**src/rtl/dcache_ctrl.sv**
```systemverilog
`default_nettype none
// ============================================================================
// Module      : dcache_ctrl
// Description : Control FSM for a direct-mapped data cache with 256-bit lines
//               (64 sets, tag = addr[31:11], index = addr[10:5],
//               word = addr[4:2]). Looks up CPU requests in the array, writes
//               store data on hits, writes back dirty victims, refills
//               missing lines from lower memory and replays the lookup.
//               Keeps hit / miss / write-back counters.
// Ports       : clk, rst (sync, active low)
//               cpu_*  : CPU load/store port, cpu_ready one-cycle completion
//               arr_*  : array compare/read/fill controls and lookup results
//               mem_*  : lower-memory request/ack handshake (line transfers)
//               *_count: performance counters (wrap at 2^32)
// Revision    : 1.0 - initial release
// ============================================================================
module dcache_ctrl (
    input  logic         clk,
    input  logic         rst,
    input  logic         cpu_req,
    input  logic         cpu_we,
    input  logic [31:0]  cpu_addr,
    input  logic [31:0]  cpu_wdata,
    input  logic [3:0]   cpu_be,
    output logic [31:0]  cpu_rdata,
    output logic         cpu_ready,
    output logic         cpu_stall,
    output logic         arr_enable,
    output logic         arr_compare,
    output logic         arr_read,
    output logic [31:0]  arr_addr,
    output logic [31:0]  arr_wdata,
    output logic [3:0]   arr_be,
    output logic [255:0] arr_line_wdata,
    input  logic         arr_hit,
    input  logic         arr_valid,
    input  logic         arr_dirty,
    input  logic [31:0]  arr_victim_addr,
    input  logic [31:0]  arr_rdata,
    input  logic [255:0] arr_line_rdata,
    output logic         mem_req,
    output logic         mem_we,
    output logic [31:0]  mem_addr,
    output logic [255:0] mem_wline,
    input  logic [255:0] mem_rline,
    input  logic         mem_ack,
    output logic [31:0]  hit_count,
    output logic [31:0]  miss_count,
    output logic [31:0]  wb_count
);

    typedef enum logic [2:0] {
        S_IDLE      = 3'd0,
        S_LOOKUP    = 3'd1,
        S_WRITE     = 3'd2,
        S_WRITEBACK = 3'd3,
        S_REFILL    = 3'd4,
        S_INSTALL   = 3'd5,
        S_RESPOND   = 3'd6
    } state_t;

    state_t r_state;
    logic   r_we;
    logic   r_replay;
    logic   w_hit;

    // A tag match on an invalid line is a miss.
    assign w_hit = arr_hit & arr_valid;

    // All outputs are registered: each transition sets up the outputs
    // belonging to the state being entered.
    always_ff @(posedge clk) begin
        if (!rst) begin
            r_state        <= S_IDLE;
            r_we           <= 1'b0;
            r_replay       <= 1'b0;
            cpu_rdata      <= '0;
            cpu_ready      <= 1'b0;
            cpu_stall      <= 1'b0;
            arr_enable     <= 1'b0;
            arr_compare    <= 1'b0;
            arr_read       <= 1'b0;
            arr_addr       <= '0;
            arr_wdata      <= '0;
            arr_be         <= '0;
            arr_line_wdata <= '0;
            mem_req        <= 1'b0;
            mem_we         <= 1'b0;
            mem_addr       <= '0;
            mem_wline      <= '0;
            hit_count      <= '0;
            miss_count     <= '0;
            wb_count       <= '0;
        end else begin
            case (r_state)
                S_IDLE: begin
                    if (cpu_req) begin
                        arr_addr    <= cpu_addr;
                        arr_wdata   <= cpu_wdata;
                        arr_be      <= cpu_be;
                        r_we        <= cpu_we;
                        r_replay    <= 1'b0;
                        cpu_stall   <= 1'b1;
                        arr_enable  <= 1'b1;
                        arr_compare <= 1'b1;
                        arr_read    <= 1'b1;
                        r_state     <= S_LOOKUP;
                    end
                end

                S_LOOKUP: begin
                    // The replay after an install is not a new access.
                    if (!r_replay) begin
                        if (w_hit) begin
                            hit_count <= hit_count + 32'd1;
                        end else begin
                            miss_count <= miss_count + 32'd1;
                        end
                    end
                    arr_enable  <= 1'b0;
                    arr_compare <= 1'b0;
                    arr_read    <= 1'b0;
                    if (w_hit && !r_we) begin
                        cpu_rdata <= arr_rdata;
                        cpu_ready <= 1'b1;
                        r_state   <= S_RESPOND;
                    end else if (w_hit) begin
                        arr_enable  <= 1'b1;
                        arr_compare <= 1'b1;
                        r_state     <= S_WRITE;
                    end else if (arr_valid && arr_dirty) begin
                        mem_wline <= arr_line_rdata;
                        mem_addr  <= arr_victim_addr;
                        mem_req   <= 1'b1;
                        mem_we    <= 1'b1;
                        r_state   <= S_WRITEBACK;
                    end else begin
                        mem_addr <= {arr_addr[31:5], 5'b0};
                        mem_req  <= 1'b1;
                        mem_we   <= 1'b0;
                        r_state  <= S_REFILL;
                    end
                end

                S_WRITE: begin
                    arr_enable  <= 1'b0;
                    arr_compare <= 1'b0;
                    cpu_rdata   <= '0;
                    cpu_ready   <= 1'b1;
                    r_state     <= S_RESPOND;
                end

                S_WRITEBACK: begin
                    if (mem_ack) begin
                        wb_count <= wb_count + 32'd1;
                        mem_req  <= 1'b0;
                        mem_we   <= 1'b0;
                        r_state  <= S_REFILL;
                    end
                end

                S_REFILL: begin
                    // Entered from WRITEBACK with mem_req low: spend one idle
                    // cycle, then issue the refill. An ack seen while the
                    // request is low is ignored.
                    if (!mem_req) begin
                        mem_req  <= 1'b1;
                        mem_we   <= 1'b0;
                        mem_addr <= {arr_addr[31:5], 5'b0};
                    end else if (mem_ack) begin
                        arr_line_wdata <= mem_rline;
                        mem_req        <= 1'b0;
                        arr_enable     <= 1'b1;
                        r_state        <= S_INSTALL;
                    end
                end

                S_INSTALL: begin
                    r_replay    <= 1'b1;
                    arr_compare <= 1'b1;
                    arr_read    <= 1'b1;
                    r_state     <= S_LOOKUP;
                end

                S_RESPOND: begin
                    cpu_ready <= 1'b0;
                    cpu_rdata <= '0;
                    cpu_stall <= 1'b0;
                    r_state   <= S_IDLE;
                end

                default: begin
                    r_state <= S_IDLE;
                end
            endcase
        end
    end

endmodule
`default_nettype wire

```
**config.mk**
```make
export PLATFORM = sky130hd
export DESIGN_NAME = dcache_ctrl
export DESIGN_NICKNAME = d
export VERILOG_FILES = /design/src/rtl/dcache_ctrl.sv
export SDC_FILE = /design/constraint.sdc
export NUM_CORES = 2
export LEC_CHECK = 0
export BUFFER_PORTS_ARGS = -buffer_cell sky130_fd_sc_hd__buf_4
export CORE_AREA = 3 3 543 545
export CTS_BUF_LIST = sky130_fd_sc_hd__clkbuf_8
export CTS_CLUSTER_DIAMETER = 200
export DETAILED_ROUTE_END_ITERATION = 10
export DIE_AREA = 0 0 546 548
export PLACE_DENSITY = 0.34
export SLEW_MARGIN = 10
export SYNTH_ARGS = -nofsm -noshare
export SYNTH_HDL_FRONTEND = slang
export SYNTH_SLANG_ARGS = --single-unit
```
**constraint.sdc**
```tcl
create_clock -name clk -period 2.95 [get_ports clk]
set_clock_uncertainty 0.15 [all_clocks]
set_input_delay 0.4425 -clock clk [delete_from_list [all_inputs] [get_ports clk]]
set_output_delay 0.4425 -clock clk [all_outputs]
set_load 0.02 [all_outputs]
```
==> results.yml <==
status:
  status: "completed"
floorplan:
  rows: 198
  core_um2: 291000
  die_area_um2: 299000
  io_pins: 1399
  die_w_um: 546
  start_util_pct: 9.52
  dieHeight_um: 548
setup_path:
  cp_data_arrival_time_ns: 3.26
  r2r-end: "hit_count[22]"
  crit_chain: "or4b_1 > or3_4 > or4_1 > a21oi_1"
  cp-start-kind: "flip-flop"
  r2r_setup_slack_ns: 0.31
  required_ns: 3.57
  worst_r2r_startpoint: "r_replay"
  reg2regPathDepth: 4
  critPathMaxFanout: 20
  critPathBufInv: 0
  path_delay_family: "simple AND/OR/NAND/NOR gates"
  critPathKind: "flip-flop to flip-flop"
  critPathMaxStageDelay_ns: 0.77
  crit_slowest_cell: "or4b_1"
  end_kind: "flip-flop"
clock_tree:
  clkLatencyLatePin_ns: 0.88
  cts_tree: "yes"
  cts_buffer_depth: 4
  cts_root_buf: "clkbuf_8"
  cts.sink_count: 752
  cts_max_level: 4
  clk_pin_slew_ns: 0.06
  cts_buffers: 165
  cts_setup_buffers: 0
place:
  preCtsSetupSlack_ns: 0.250
  gp_congestion: 0.919
  placement.io_buffers: 1398
  dp_hpwl_um: 169000
cells_and_area:
  nFillCells: 33100
  area_growth_syn_to_layout_pct: 91.7
  fin_nets: 6172
  top_regs: "arr_line_wdata: 256 flops, mem_wline: 256 flops"
  layout-drive-gt1-share_pct: 30.7
  finish.utilization_pct: 18.2
synth:
  synthFlopType: "dfxtp_1"
  ys.warnings.count: 0
  synth_edf_count: 0
  netlist.area_leader.share_pct: 54.4
  synth.ff_latch_count: 752
  synth_cell_types: 51
  async_flop_share_pct: 0
  seq_area_frac_synth_pct: 54.4
  syn_nets: 4128
  yosysTopAreaCell: "dfxtp_1"
  avgSynthCellArea_um2: 7.96
  syn_area_um2: 27700
  synthTopCellsByArea: "dfxtp_1 54%, nand2_1 17%, a21oi_1 13%"
  netlist_instances: 3473
routing:
  ant_nets: 0
  initialDrtViolationCount: 1961
  dr.pass1.iters: 6
  wire_per_inst_um: 22.1
  finalWirelength_um: 211000
  routed_via_density: 3.51
  num_vias: 33600
  drc: 0
pwr:
  ir_drop_mv: 0.285
  power_density_nw_per_um2: 517
  power_w: 0.0274
  p_leak_nw: 20.5
timing:
  tns_ns: 0
  timing.slew.headroom_pct: 33.4
  fin_hold_ws_ns: 0.194
  hold_violations: 0
  worst_slack_ns: 0.308
  finalCritPeriodShare_pct: 89.5
  post-route-min-period_ns: 2.64
  finalSetupViolCount: 0
  clock.fmax_mhz: 379
  maxSlewViolCount: 0
  tightest_slew_ns: 0.999
  grt_setup_unrepaired: "false"
worst_hold_path:
  min_to: "mem_wline[113]"
  hp-class: "primary input to flip-flop"
  holdCritStartpoint: "arr_line_rdata[113]"
  hold_depth: 4
global_route:
  antenna_found_initial: 94
  overflow: 0
  grt_pass1_wl_um: 284000
  track_usage_pct: 13.4
  grt_start_max_net_pins: 133
  grt_pass1_vias: 33700
run:
  cap_violations: 0
## placed cells by master, fill, tap and decap left out, types with 6 or more instances in the layout
master	n
a21oi_1	712
a311oi_1	29
and3_1	11
and4_1	9
buf_12	28
buf_4	1456
clkbuf_8	202
clkinv_2	9
dfxtp_1	752
diode_2	36
dlygate4sd3_1	666
inv_1	64
mux2i_1	35
nand2_1	1260
nand2b_1	16
nand3_1	52
nand4_1	38
nor2_1	30
nor3_1	7
nor4_1	15
o21ai_0	23
o311ai_0	6
o31ai_1	42
o41ai_1	6
or3_1	15
or4_1	53
xnor2_1	14
xor2_1	10
## routing by layer
metal	share of wire, %	up-vias	track usage (%)
met5	0.21	-	0
met1	41	15900	16.0
met4	3.3	74	4.21
met3	9.6	371	5.38
met2	46	1396	21.7
li1	-	15900	-
## final cells by class
class                   count  area [µm²]  area share, %
multi-input cells        2427       11600           21.8
diodes                     36        90.1          0.170
flip-flops and latches    752       15100           28.4
well taps                3900        4880           9.20
inverters                  21        86.3          0.163
clock inverters            68         422          0.795
clock buffers             202        2780           5.24
repair buffers           2150       18200           34.2
## report_power, final
group	total, W	switching (W)	internal, W	leakage, nW
clock network	0.0118	0.00537	0.00647	1.81
registers	0.0108	0.000275	0.0105	6.08
logic	0.00473	0.00264	0.00209	12.6
## stage by stage
step	cells	cell area (µm²)
6_report	9556	53000
5_1_grt	9537	53000
4_1_cts	9520	52900
3_5_place_dp	8584	43100
3_3_place_gp	8584	43100
2_1_floorplan	3473	27700
## cell usage after synthesis (all sizes together), types with 3 or more instances
library cell / number
and2: 4
or4: 53
o311ai: 6
and3: 13
inv: 20
nand2b: 17
nor2: 31
nand4: 38
or3: 17
and4: 9
ha: 3
clkbuf: 257
o31ai: 42
nand3: 53
dfxtp: 752
nand2: 1260
buf: 16
a21oi: 712
o21ai: 23
nor4: 16
nor3: 8
mux2i: 35
xnor2: 14
o41ai: 6
xor2: 10
a311oi: 29
## cell families (layout without fill, tap and decap cells)
kind of cell               Yosys count  count (layout)  synth area share (%)
muxes                               35              35                  1.27
DFF                                752             752                  54.4
and+or+nand+nor                   1537            1537                  23.3
adders and majority gates            3               3                 0.136
AOI/OAI and AO/OA                  828             828                  16.0
buffers and inverters              294            2441                  4.05
other                                0              36                     0
xor gates and xnor gates            24              24                 0.760
## worst reg2reg max path, cell delays in order (launching register included)
cell,delay [ns]
dfxtp_1,0.36
or4b_1,0.77
or3_4,0.57
or4_1,0.54
a21oi_1,0.15
## timing repair
action,in CTS,in global routing
endpoints found under the hold margin,676,0
hold buffers,666,0
gates resized for setup,0,0
## how the worst max path moves through the flow
stage / start / endpoint / depth (start not counted)
2_1_floorplan: arr_valid / hit_count[25] / 6
3_3_place_gp: mem_ack / wb_count[27] / 6
3_5_place_dp: mem_ack / wb_count[27] / 6
4_1_cts: r_replay / hit_count[28] / 4
5_1_grt: r_replay / hit_count[28] / 4
6_report: r_replay / hit_count[22] / 4
(Power assumes the default switching activity.)
